<file path="src/rtl/wb_arbiter.sv">
// wb_arbiter: writeback arbiter and register scoreboard for the RV32I core.
//
// Two writeback requesters (0 = execute, 1 = load unit) share the register
// file's single write port. One requester is accepted per cycle, with
// round-robin priority. The accepted write goes through one registered
// output stage (WEn/rd/rdv). A per-register busy bit tracks writes that have
// been issued but not yet written, so Decode can stall on those operands.
//
// Ports:
//   clk        clock; all state updates on posedge
//   rst        synchronous active-high reset
//   req_valid  per-requester write pending
//   req_ready  per-requester accept (combinational, at most one bit set)
//   req_rd     per-requester destination index, slice i = requester i
//   req_data   per-requester write data, slice i = requester i
//   iss_valid  Decode issues an instruction that writes a register
//   iss_rd     destination of the issued instruction
//   WEn        register-file write enable (registered)
//   rd         register-file destination index (registered)
//   rdv        register-file write data (registered)
//   busy       bit r set while a write to register r is outstanding
//   waw_err    sticky: an issue targeted a register that was still busy
module wb_arbiter #(
  parameter int unsigned data_width = 32,
  parameter int unsigned num_reg    = 32,
  parameter int unsigned idx_width  = $clog2(num_reg),
  parameter int unsigned num_req    = 2
) (
  input  logic                            clk,
  input  logic                            rst,
  input  logic [num_req-1:0]              req_valid,
  output logic [num_req-1:0]              req_ready,
  input  logic [num_req*idx_width-1:0]    req_rd,
  input  logic [num_req*data_width-1:0]   req_data,
  input  logic                            iss_valid,
  input  logic [idx_width-1:0]            iss_rd,
  output logic                            WEn,
  output logic [idx_width-1:0]            rd,
  output logic [data_width-1:0]           rdv,
  output logic [num_reg-1:0]              busy,
  output logic                            waw_err
);

  localparam int unsigned GntWidth = (num_req > 1) ? $clog2(num_req) : 1;

  // State
  logic [GntWidth-1:0]   last_grant_q, last_grant_d;
  logic                  wen_q, wen_d;
  logic [idx_width-1:0]  rd_q, rd_d;
  logic [data_width-1:0] rdv_q, rdv_d;
  logic [num_reg-1:0]    busy_q, busy_d;
  logic                  waw_err_q, waw_err_d;

  // Arbitration results
  logic                  gnt_valid;
  logic [GntWidth-1:0]   gnt_idx;
  logic [GntWidth-1:0]   cand_idx;
  int unsigned           cand;
  logic [idx_width-1:0]  sel_rd;
  logic [data_width-1:0] sel_data;

  // Scoreboard helpers
  logic iss_set;
  logic rd_clearing;
  logic waw_hit;

  // Round-robin search starting one past the last accepted requester. Held
  // off entirely during reset so no requester sees a ready it could consume.
  always_comb begin
    gnt_valid = 1'b0;
    gnt_idx   = '0;
    cand      = '0;
    cand_idx  = '0;
    if (!rst) begin
      for (int unsigned k = 1; k <= num_req; k++) begin
        cand     = (32'(last_grant_q) + k) % num_req;
        cand_idx = cand[GntWidth-1:0];
        if (!gnt_valid && req_valid[cand_idx]) begin
          gnt_valid = 1'b1;
          gnt_idx   = cand_idx;
        end
      end
    end
  end

  always_comb begin
    req_ready = '0;
    if (gnt_valid) begin
      req_ready[gnt_idx] = 1'b1;
    end
  end

  // Slices belonging to the winner
  always_comb begin
    sel_rd   = req_rd[32'(gnt_idx)*idx_width +: idx_width];
    sel_data = req_data[32'(gnt_idx)*data_width +: data_width];
  end

  // Output stage: an accept always loads rd/rdv, but x0 never raises WEn.
  always_comb begin
    last_grant_d = last_grant_q;
    wen_d        = 1'b0;
    rd_d         = rd_q;
    rdv_d        = rdv_q;
    if (gnt_valid) begin
      last_grant_d = gnt_idx;
      wen_d        = (sel_rd != '0);
      rd_d         = sel_rd;
      rdv_d        = sel_data;
    end
  end

  // Scoreboard. Clear happens on the edge where the register file captures
  // the write; a same-cycle issue to that register wins and keeps it busy.
  always_comb begin
    iss_set     = iss_valid && (iss_rd != '0);
    rd_clearing = wen_q && (rd_q != '0);
    waw_hit     = iss_set && busy_q[iss_rd] && !(rd_clearing && (rd_q == iss_rd));

    busy_d = busy_q;
    if (rd_clearing) begin
      busy_d[rd_q] = 1'b0;
    end
    if (iss_set) begin
      busy_d[iss_rd] = 1'b1;
    end
    busy_d[0] = 1'b0;

    waw_err_d = waw_err_q | waw_hit;
  end

  always_ff @(posedge clk) begin
    if (rst) begin
      last_grant_q <= GntWidth'(num_req - 1);
      wen_q        <= 1'b0;
      rd_q         <= '0;
      rdv_q        <= '0;
      busy_q       <= '0;
      waw_err_q    <= 1'b0;
    end else begin
      last_grant_q <= last_grant_d;
      wen_q        <= wen_d;
      rd_q         <= rd_d;
      rdv_q        <= rdv_d;
      busy_q       <= busy_d;
      waw_err_q    <= waw_err_d;
    end
  end

  assign WEn     = wen_q;
  assign rd      = rd_q;
  assign rdv     = rdv_q;
  assign busy    = busy_q;
  assign waw_err = waw_err_q;

  // Structural sanity: a single winner, and only a valid requester can win.
  assert property (@(posedge clk) disable iff (rst) $onehot0(req_ready));
  assert property (@(posedge clk) disable iff (rst) (req_ready & ~req_valid) == '0);
  assert property (@(posedge clk) busy[0] == 1'b0);

endmodule

</file>
<file path="config.mk">
export PLATFORM = sky130hd
export DESIGN_NAME = wb_arbiter
export DESIGN_NICKNAME = d
export VERILOG_FILES = /design/src/rtl/wb_arbiter.sv
export SDC_FILE = /design/constraint.sdc
export NUM_CORES = 1
export LEC_CHECK = 0
export BUFFER_PORTS_ARGS = -buffer_cell sky130_fd_sc_hd__buf_2
export CORE_ASPECT_RATIO = 0.9
export CORE_MARGIN = 1.5
export CORE_UTILIZATION = 43
export CTS_BUF_LIST = sky130_fd_sc_hd__clkbuf_8
export DETAILED_ROUTE_END_ITERATION = 8
export MAX_ROUTING_LAYER = met4
export PLACE_DENSITY = 0.77
export REMOVE_ABC_BUFFERS = 1
export SLEW_MARGIN = 0
export SYNTH_ARGS = -nofsm -noshare
export SYNTH_HDL_FRONTEND = slang
export SYNTH_SLANG_ARGS = --single-unit
</file>
<file path="constraint.sdc">
create_clock -name clk -period 1.3 [get_ports clk]
set_input_delay 0.13 -clock clk [delete_from_list [all_inputs] [get_ports clk]]
set_output_delay 0.13 -clock clk [all_outputs]
set_load 0.005 [all_outputs]
</file>
Word level (Yosys, flattened, before mapping)

Cells that the tools add are included.

Muxes and demuxes: 22
Bitwise gates (word level): 5
Reduce and logical (&&, ||, !) cells: 15
Equal/unequal tests: 1
Shift-type cells: 2
Multiply operators: 1
$lt $le $gt $ge: 8
$add $sub $neg: 2

Operators by type and width:

| kind                | number |
|---|---|
| $mux 32             | 2 |
| $shiftx 64x7->32    | 1 |
| $and 32x32->32      | 1 |
| $not 32->32         | 1 |
| $or 32x32->32       | 1 |
| $mux 1              | 15 |
| $reduce_bool 5->1   | 3 |
| $lt 5x6->1 const B  | 2 |
| $demux 1 s5         | 2 |
| $ge 5x1->1 const B  | 2 |
| $shiftx 10x5->5     | 1 |
| $logic_and 1x1->1   | 9 |
| $lt 1x2->1 const B  | 3 |
| $bmux 1 s5          | 1 |
| $eq 5x5->1          | 1 |
| $mul 1x3->4 const B | 1 |
| $add 1x1->1 const B | 2 |
| $logic_not 1->1     | 2 |
| $mux 2              | 1 |
| $reduce_or 2->1     | 1 |
| $demux 1 s1         | 1 |
| $ge 1x1->1 const B  | 1 |
| $not 1->1           | 1 |
| $or 1x1->1          | 1 |

Bits in registers: 72
Output and inout bits: 73
Word-level logic and storage cells: 63
Bits of input ports: 84

Longest topological paths before layout

Gate-level depths: netlist (run 1).

Depth after elaboration: 14
Mapped depth: 6
Mapped depth without buffers: 4

Least setup slack after synthesis (run 1)

OpenSTA, ideal clock, no wires.

Path kind: reg2reg
Start point: register rd_q[2], in the netlist rd[2]
End point: register waw_err_q, in the netlist waw_err
Stages on the path, launching flop included: 6
Slack: -128 ps
Path buffers: 1
Arrival time: 1341 ps
Clock period less this slack: 1428 ps
Setup time: 86 ps
Data required time: 1214 ps
Cell sequence: dfxtp_1 buf_4 or3_4 o311ai_2 o211ai_1 a221oi_2

Cells in the longest elaborated chain, start to end: 6
Elaborated cells on any way between the ends: 7
Those cells by class: eq/ne: 1; bitwise: 1; reduce/logical: 5

Ends and longest elaborated chain:

| element                  | RTL line | RTL |
|---|---|---|
| start: declaration       | 49       | `logic [idx_width-1:0] rd_q, rd_d;` |
| start signal: assignment | 143      | `rd_q <= rd_d;` |
| $reduce_bool 5->1        | 117      | `rd_clearing = wen_q && (rd_q != '0);` |
| $logic_and 1x1->1        | 117      |  |
| $logic_and 1x1->1 (*)    | 118      | `waw_hit = iss_set && busy_q[iss_rd] && !(rd_clearing && (rd_q == iss_rd));` |
| $logic_not 1->1 (*)      | 118      |  |
| $logic_and 1x1->1 (*)    | 118      |  |
| $or 1x1->1 (*)           | 129      | `waw_err_d = waw_err_q \| waw_hit;` |
| end signal: assignment   | 146      | `waw_err_q <= waw_err_d;` |
| end: declaration         | 52       | `logic waw_err_q, waw_err_d;` |

Every way passes the cells marked *; elsewhere a longest branch is shown, timed or not.
A chain may end at the register's enable or synchronous reset.

Worst setup path after layout (run 1)

Start point: register last_grant_q
End point: output req_ready[0]

Cells in the longest elaborated chain, start to end: 14
Elaborated cells on any way between the ends: 21
Those cells by class: add/sub: 2; order compare: 2; mux: 14; reduce/logical: 3

Ends and longest elaborated chain:

| element                                                        | RTL line | RTL |
|---|---|---|
| start: declaration                                             | 47       | `logic [GntWidth-1:0] last_grant_q, last_grant_d;` |
| start signal: assignment                                       | 134      | `last_grant_q <= GntWidth'(num_req - 1);` |
| start signal: assignment                                       | 141      | `last_grant_q <= last_grant_d;` |
| $add 1x1->1                                                    | 76       | `cand = (32'(last_grant_q) + k) % num_req;` |
| $mux 1 (implied by the code) (2 in series)                     | 78       | `if (!gnt_valid && req_valid[cand_idx]) begin` |
| $mux 1                                                         | 78       |  |
| $mux 1                                                         | 74       | `if (!rst) begin` |
| $logic_not 1->1                                                | 78       |  |
| $logic_and 1x1->1                                              | 78       |  |
| $mux 1                                                         | 78       |  |
| $mux 1                                                         | 74       |  |
| $lt 1x2->1 (implied by the code) or $ge 1x1->1 (tied branches) | 89       | `req_ready[gnt_idx] = 1'b1;` |
| $logic_and 1x1->1 (implied by the code)                        | 89       |  |
| $mux 1 (implied by the code)                                   | 89       |  |
| $demux 1 s1                                                    | 89       |  |
| $mux 2 (*)                                                     | 88       | `if (gnt_valid) begin` |
| end: declaration                                               | 32       | `output logic [num_req-1:0] req_ready,` |

Every way passes the cells marked *; elsewhere a longest branch is shown, timed or not. The select of a mux whose other input is x is not followed.

==> run summary, run 1 <==
Post-DRT Antenna Nets = 0
Synth area leaders = dfxtp_1 (41%), mux2i_1 (11%), a211oi_1 (8.0%)
Synth Area in Simple Gates = 16.81%
Gpl congestion = 0.9368
Leading area contributor after synthesis = dfxtp_1
Share of post-route cells with drive strength above 1 = 47.30%
Final Non-Filler Cells = 689
Slew Limit Fails = 0
Comb pwr share = 20.5%
Filler cell count = 621
Tot GR Track Use = 25.44%
Max-Cap Viols = 0
XOR/XNOR share of the synthesized area = 1.260%
Pwr/cell area = 1016 nW/um^2
Worst path max stage delay = 0.33 ns
Most frequent cells in the layout = buf_2 (155), dfxtp_1 (69), buf_4 (62)
Worst setup path class = reg -> out
Post-Route WL = 11500 um
Total CTS buffers = 9
Global-route wire length before repair = 16890 um
Total gr overflow = 0
Period utilisation layout = 106.9%
Largest net degree at the start of global routing = 63
Number of synthesized flops with an enable pin = 0
Placed Cells = 664
Largest family of logic cells by synthesized area = compound AO/OA/AOI/OAI gates
Fin util = 66.63%
Drt pass-1 iters = 5
Final Power = 0.005210 W
Die Span Y = 88.30 um
Most common cell after layout, fill and taps aside = buf_2
Syn Std Cell Area = 3476 sq um
Critical path fanouts, max = 4
P_sw = 0.001442 W
Vias in the first global route = 3585
Post-DP HPWL = 8038 um
H-tree levels = 3
DRC = 0
Reg clk slew, reported paths = 0.07 ns
Sequential Power Share = 45.3%
Syn Area/Cell = 9.052 sq um
Row cnt = 30
Final hold violation count = 0
IO Port Bufs = 155
Sw frac = 27.67%
Reg area = 1424 sq um
Fmax = 0.7196 GHz
Routed via count = 3814
Synth Warn # = 0
Adder-cell share of the synthesized area = 0%
Req. time, crit path = 1.17 ns
Final setup vio count = 6
Yosys cell types = 44
CTS tree = built
Clk pwr share = 34.2%
Setup ws final = -0.08960 ns
RSZ-0062 raised after global routing = yes
Dpl ws = -0.1730 ns
Worst Hold Class = in -> reg
Mux contribution to synthesized area = 15.30%
Worst-Skew Late Latency = 0.35 ns
Synth Register Bits = 71
Post-synth top area share = 40.89%
CTS Root Cell = clkbuf_8
Post-synthesis cell count = 384
Maximum buffer depth of the clock tree = 2
Internal = 0.003769 W
Routed vias/inst = 5.536
Fin area = 5127 sq um
Die area = 8633 sq um
Multi-input logic area = 1961 sq um
Peak supply drop = 0.0006982 V
Compound-Gate Fraction of Synth Area = 20.01%
Worst setup EP type = output port
Die X = 97.77 um
Synth async-reset ratio = 0%
Crit path cell chain = nand2_2 -> and2_4 -> buf_6 -> nor3_4 -> buf_2
Iteration-0 DRC Markers = 181
Layout area overhead = 47.52%
Clock skew = 0.01150 ns
Core area = 7695 sq um
I/O pin count = 157
Seq/Total Area, Yosys = 40.89%
Initial Util = 45.17%
Routed len/inst = 16.70 um
Failing checks = negative setup slack
Predominant post-synthesis flop cell = dfxtp_1
Crit start category = register
Crit path time final = 1.390 ns
Initial antenna violation count = 0
Outcome = finished with violations
LEAKAGE = 2.366 nW
Worst path slowest cell = dfxtp_2
Nets@finish = 672
WP data arrival = 1.26 ns
DP Area = 4705 sq um
Sink Count = 71
## through the flow
| stage | TNS (ns) | hold WS (ns) |
|---|---|---|
| after floorplan | -37.10 | 0.1962 |
| after global placement | -0.1229 | 0.3925 |
| after detailed placement | -0.2587 | 0.4058 |
| after CTS | -0.1826 | 0.05261 |
| after global routing | -0.6476 | 0.08175 |
| final | -0.2879 | 0.08022 |
## layout make-up
type / instances / area share, %
multi-input cells: 278 / 38.24
flip-flops and latches: 71 / 27.77
repair buffers: 227 / 27.70
clock buffers: 10 / 2.684
well taps: 96 / 2.343
clock inverters: 5 / 1.147
inverters: 1 / 0.07321
diodes: 1 / 0.04880
## repair_timing
item / CTS / global route
buffers inserted: 5 / 1
pin swaps: 8 / 11
setup endpoints to repair: 11 / 45
hold buffers: 0 / 0
resized for setup: 9 / 25
cloned: 0 / 3
## synth_stat cells, drive strengths merged (2+ instances only)
| master | number |
|---|---|
| a211oi | 37 |
| a21oi | 33 |
| a22oi | 3 |
| and3 | 3 |
| and3b | 3 |
| buf | 17 |
| clkbuf | 17 |
| dfxtp | 71 |
| mux2 | 4 |
| mux2i | 37 |
| mux4 | 5 |
| nand2 | 37 |
| nand3 | 2 |
| nand3b | 6 |
| nor2 | 44 |
| nor3 | 3 |
| nor3b | 3 |
| nor4b | 2 |
| o21ai | 33 |
| or3b | 2 |
| or4 | 2 |
| xnor2 | 5 |
## power groups by stage
stage	clock network (W)	logic [W]	registers, W
6_report	0.00178	0.00107	0.00236
3_3_place_gp	0	0.000913	0.00240
5_1_grt	0.00189	0.00115	0.00237
2_1_floorplan	0	0.000367	0.00243
3_5_place_dp	0	0.000940	0.00240
4_1_cts	0.00182	0.000972	0.00236
## worst paths after layout
kind | startpoint | cells past startpoint | slack, ns | to
worst max-delay path | last_grant_q | 5 | -0.09 | req_ready[0]
worst min-delay path | req_valid[1] | 3 | 0.08 | last_grant_q
worst max register to register | last_grant_q | 6 | -0.04 | rdv[19]
worst min register to register | busy[29] | 2 | 0.49 | busy[29]
## metal layers
layer	vias to the layer above	GRT usage [%]	wire, um
met5	-	-	0
li1	1796	-	-
met3	37	6.082	928
met1	1769	29.23	4532
met2	212	44.13	5736
met4	0	8.831	307
## sequential cells by signal (all words and copies together) (netlist names)
| signal | flops |
|---|---|
| rdv | 32 |
| rd | 5 |
| last_grant_q | 1 |
| WEn | 1 |
| busy | 31 |
| waw_err | 1 |
## worst max-delay path: cells and delay by family, from the launching register on
family        cells  cell delay [ns]
simple gates      3             0.32
flops             1             0.33
buf+inv           2             0.27
## cells by family (layout without fill, tap and decap cells)
kind of cell,Yosys count,count (layout)
and+or+nand+nor,114,114
xor gates and xnor gates,5,5
buffers and inverters,35,243
DFF,71,71
muxes,46,46
other,1,2
AOI/OAI and AO/OA,112,112
Power figures use the tool's default switching activity.
==> inputs of run 2 (changes only) <==
--- a/config.mk
+++ b/config.mk
@@ -6,13 +6,16 @@
 export NUM_CORES = 1
 export LEC_CHECK = 0
 export BUFFER_PORTS_ARGS = -buffer_cell sky130_fd_sc_hd__buf_2
+export CAP_MARGIN = 10
+export CELL_PAD_IN_SITES_DETAIL_PLACEMENT = 0
+export CELL_PAD_IN_SITES_GLOBAL_PLACEMENT = 1
 export CORE_ASPECT_RATIO = 0.9
 export CORE_MARGIN = 1.5
-export CORE_UTILIZATION = 43
+export CORE_UTILIZATION = 32
 export CTS_BUF_LIST = sky130_fd_sc_hd__clkbuf_8
 export DETAILED_ROUTE_END_ITERATION = 8
 export MAX_ROUTING_LAYER = met4
-export PLACE_DENSITY = 0.77
+export PLACE_DENSITY_LB_ADDON = 0.1
 export REMOVE_ABC_BUFFERS = 1
 export SLEW_MARGIN = 0
 export SYNTH_ARGS = -nofsm -noshare
==> run summary, run 2 (synthesized netlist as in run 1, its figures left out) <==
Total CTS buffers = 9
Filler cell count = 1018
Routed via count = 3549
CTS tree = built
Crit path time final = 1.378 ns
Initial Util = 33.35%
IO Port Bufs = 155
Largest net degree at the start of global routing = 75
Nets@finish = 680
Sequential Power Share = 40.9%
Clock skew = 0.01095 ns
Comb pwr share = 17.7%
Gpl congestion = 0.7930
Outcome = finished with violations
Fin util = 50.16%
Slew Limit Fails = 0
Global-route wire length before repair = 17180 um
Final Power = 0.005758 W
Maximum buffer depth of the clock tree = 2
DRC = 0
Total gr overflow = 0
Number of diodes = 0
Worst setup path class = reg -> out
LEAKAGE = 2.430 nW
Worst Hold Class = in -> reg
Worst path max stage delay = 0.34 ns
Die X = 112.9 um
Most frequent cells in the layout = buf_2 (155), buf_4 (72), dfxtp_1 (69)
Crit start category = register
Worst setup EP type = output port
Die area = 11500 sq um
Dpl ws = -0.2443 ns
Most common cell after layout, fill and taps aside = buf_2
Fmax = 0.7254 GHz
Vias in the first global route = 3427
Failing checks = negative setup slack
Req. time, crit path = 1.17 ns
Internal = 0.004346 W
Sink Count = 71
Core area = 10420 sq um
Post-DP HPWL = 8084 um
Reg clk slew, reported paths = 0.08 ns
WHS = 0.03797 ns
Max reg flops = 32
WP data arrival = 1.25 ns
Tot GR Track Use = 19.99%
Row cnt = 35
Critical path fanouts, max = 4
Sw frac = 24.53%
I/O pin count = 157
Worst path slowest cell = dfxtp_2
Final hold violation count = 0
CP delay by family, top = flip-flops
RSZ-0062 raised after global routing = yes
Drt pass-1 iters = 4
Die Span Y = 101.9 um
Final setup vio count = 4
H-tree levels = 3
Setup ws final = -0.07847 ns
Crit path cell chain = nand2_2 -> and2_4 -> buf_12 -> nor2b_4 -> buf_2
Placed Cells = 708
Period utilisation layout = 106.0%
Worst-Skew Late Latency = 0.36 ns
Critical path buffer and inverter count = 2
Layout area overhead = 50.40%
Clk pwr share = 41.4%
Routed len/inst = 15.02 um
Peak supply drop = 0.0006484 V
Routed vias/inst = 4.862
P_sw = 0.001413 W
Max-Cap Viols = 0
Post-Route WL = 10960 um
Post-DRT Antenna Nets = 0
CTS Root Cell = clkbuf_8
CTS Hold Buffers Added = 0
Share of post-route cells with drive strength above 1 = 46.59%
Pwr/cell area = 1102 nW/um^2
Initial antenna violation count = 0
Final Non-Filler Cells = 730
Iteration-0 DRC Markers = 128
==> run 2: worst reg2reg max path, stage by stage (launching register included) <==
cell and delay (ns):
dfxtp_2 0.34, or3_4 0.37, o311ai_2 0.22, o211ai_1 0.13, a221oi_2 0.22
==> run 2: metrics by stage <==
| stage | TNS (ns) | area, sq um |
|---|---|---|
| global route | -2.082 | 5228 |
| global placement | -0.5318 | 4816 |
| finish | -0.1978 | 5228 |
| detailed placement | -1.017 | 4816 |
| floorplan | -37.10 | 3284 |
| CTS | -0.3868 | 5157 |
==> run 2: per-layer routing <==
metal  global-route usage, %  vias to the layer above  share of wire [%]
met5                       -                        -                  0
met4                   5.481                        0                1.0
met3                   5.279                        8                7.7
met2                   32.74                      135                 48
met1                   24.63                     1594                 43
li1                        -                     1812                  -
==> run 2: timing repair <==
action                     CTS  global route
setup buffers                4             0
pin swaps                    9            19
resized for setup            9            25
setup endpoints to repair   16            50
cloned                       1             1
==> run 2: power by group through the flow <==
stage                     sequential [W]  combinational, W  clock (W)
after floorplan                  0.00243          0.000367          0
after global placement           0.00240          0.000945          0
after detailed placement         0.00240          0.000956          0
after CTS                        0.00235          0.000998    0.00243
after global routing             0.00237           0.00113    0.00253
final                            0.00235           0.00102    0.00238
==> run 2: final cells by class <==
class	count	area (sq um)	area share (%)
multi-input combinational	278	1906	36.45
timing repair buffer	235	1463	27.98
sequential	71	1424	27.24
tap	129	161.4	3.088
clock buffer	10	137.6	2.633
clock inverter	6	132.6	2.537
inverter	1	3.754	0.07180
==> run 2: worst paths after layout <==
| kind | startpoint | slack (ns) | to | cells after the start |
|---|---|---|---|---|
| hold reg to reg | rdv[4] | 0.50 | rdv[4] | 2 |
| setup reg to reg | rd[2] | -0.06 | waw_err | 4 |
| setup / recovery | last_grant_q | -0.08 | req_ready[1] | 5 |
| hold / removal | req_valid[1] | 0.04 | last_grant_q | 3 |
==> inputs of run 3 (changes only) <==
--- a/config.mk
+++ b/config.mk
@@ -11,7 +11,7 @@
 export CELL_PAD_IN_SITES_GLOBAL_PLACEMENT = 1
 export CORE_ASPECT_RATIO = 0.9
 export CORE_MARGIN = 1.5
-export CORE_UTILIZATION = 32
+export CORE_UTILIZATION = 38
 export CTS_BUF_LIST = sky130_fd_sc_hd__clkbuf_8
 export DETAILED_ROUTE_END_ITERATION = 8
 export MAX_ROUTING_LAYER = met4
==> constraint.sdc (replaced) <==
create_clock -name clk -period 1.65 [get_ports clk]
set_input_delay 0.165 -clock clk [delete_from_list [all_inputs] [get_ports clk]]
set_output_delay 0.165 -clock clk [all_outputs]
set_load 0.005 [all_outputs]
==> run summary, run 3 (synthesized netlist as in run 1, its figures left out) <==
Outcome = finished, final reports clean
Crit path time final = 1.541 ns
RSZ-0062 raised after global routing = no
Die X = 103.8 um
LEAKAGE = 2.099 nW
Vias in the first global route = 3211
Req. time, crit path = 1.48 ns
Max reg flops = 32
Post-DP HPWL = 7415 um
Worst setup EP type = output port
Sw frac = 26.37%
Routed len/inst = 15.22 um
Fmax = 0.6490 GHz
Comb pwr share = 16.5%
Sequential Power Share = 45.1%
Initial Util = 39.82%
Hold Crit Depth = 3
CTS Root Cell = clkbuf_8
Sink Count = 71
Critical R2R Launch = rd[1]
Initial antenna violation count = 0
Worst hold endpoint = last_grant_q
Slew Limit Fails = 0
Total gr overflow = 0
Largest net degree at the start of global routing = 55
IO Port Bufs = 155
Internal = 0.003041 W
Reg clk slew, reported paths = 0.07 ns
P_sw = 0.001089 W
Critical path fanouts, max = 12
Tot GR Track Use = 21.68%
Final setup vio count = 0
Fin util = 53.44%
Iteration-0 DRC Markers = 77
Global-route wire length before repair = 16140 um
Pwr/cell area = 885.5 nW/um^2
Most common cell after layout, fill and taps aside = buf_2
Total CTS buffers = 9
Reg2Reg Depth = 3
Crit start category = register
Die area = 9730 sq um
Nets@finish = 623
Gpl congestion = 0.8344
Post-DRT Antenna Nets = 0
Die Span Y = 93.73 um
Worst R2R Setup Slack = 0.23 ns
DRC = 0
Core area = 8728 sq um
Period utilisation layout = 93.38%
Hold Crit Start = req_valid[1]
Final hold violation count = 0
I/O pin count = 157
Most frequent cells in the layout = buf_2 (155), dfxtp_1 (71), nor2_1 (44)
Row cnt = 32
H-tree levels = 3
Clk pwr share = 38.4%
WP data arrival = 1.38 ns
Worst Hold Class = in -> reg
Layout area overhead = 34.20%
CTS Hold Buffers Added = 0
Drt pass-1 iters = 5
Setup TNS Final = 0 ns
Peak supply drop = 0.0004229 V
Maximum buffer depth of the clock tree = 2
CTS tree = built
Routed vias/inst = 5.084
Number of diodes = 0
Post-Route WL = 10090 um
Clock skew = 0.008747 ns
Max-Cap Viols = 0
Critical R2R Capture = busy[10]
Worst-Skew Late Latency = 0.34 ns
Share of post-route cells with drive strength above 1 = 38.60%
Routed via count = 3371
Worst setup path class = reg -> out
run 3: cell count changes in the layout (fill, tap and decap cells not counted), moves of 2 or more:
cell and change:
mux2i_1 +4, dfxtp_1 +2, buf_4 -52, bufinv_16 -2, dfxtp_2 -2, o21ai_1 -14
buf_6 -3, or3b_1 +2, clkinvlp_4 +2, o21ai_0 +14, or3b_4 -2, mux2i_2 -4
run 3: timing repair:
| action | 4_1_cts | 5_1_grt |
|---|---|---|
| buffers inserted | 0 | 2 |
| endpoints found under the hold margin | 0 | 0 |
| cloned | 1 | 0 |
| resized for setup | 3 | 1 |
| pin swaps | 0 | 1 |
| setup endpoints to repair | 2 | 2 |
run 3: area by class of cell:
cell class / instances / area (sq um)
Multi-Input combinational cell: 278 / 1862
Tap cell: 119 / 148.9
Clock buffer: 10 / 137.6
Sequential cell: 71 / 1421
Inverter: 1 / 3.754
Timing Repair Buffer: 178 / 998.5
Fill cell: 918 / 4064
Clock inverter: 6 / 92.59
run 3: how the worst max path moves through the flow:
stage                       from           end  slack [ns]  cells past startpoint
detailed placement     iss_rd[0]       waw_err        0.11                      5
CTS                 last_grant_q  req_ready[1]        0.05                      5
floorplan           last_grant_q         rd[0]       -0.59                      4
global route        last_grant_q  req_ready[1]        0.01                      5
finish              last_grant_q  req_ready[1]        0.11                      5
global placement       iss_rd[0]       waw_err        0.15                      5
run 3: metal layers:
metal,vias up,share of wire (%),GRT usage (%)
met3,15,7.8,5.964
met2,145,47,34.93
met5,-,0,-
met1,1518,44,26.38
li1,1693,-,-
met4,0,1.5,7.523
run 3: power by group through the flow:
stage          combinational, W  clock (W)  sequential, W
6_report               0.000681    0.00159        0.00186
5_1_grt                0.000756    0.00170        0.00188
4_1_cts                0.000683    0.00163        0.00186
3_5_place_dp           0.000662          0        0.00190
3_3_place_gp           0.000654          0        0.00190
2_1_floorplan          0.000289          0        0.00191
run 3: worst max-delay path, cell delays in order, from the launching register on:
cell and delay [ns]:
dfxtp_1 0.32, nand2_1 0.07, and2_4 0.20, buf_12 0.16
nor2b_1 0.16, buf_2 0.13
run 3: metrics by stage:
| stage | hold slack (ns) | power (W) | cell area (sq um) | setup WS [ns] | instances |
|---|---|---|---|---|---|
| floorplan | 0.2312 | 0.002202 | 3284 | -0.5876 | 350 |
| global placement | 0.4262 | 0.002552 | 4373 | 0.1478 | 644 |
| detailed placement | 0.4459 | 0.002563 | 4373 | 0.1070 | 644 |
| CTS | 0.08061 | 0.004176 | 4644 | 0.04664 | 661 |
| global route | 0.09232 | 0.004333 | 4664 | 0.01012 | 663 |
| finish | 0.08970 | 0.004130 | 4664 | 0.1093 | 663 |
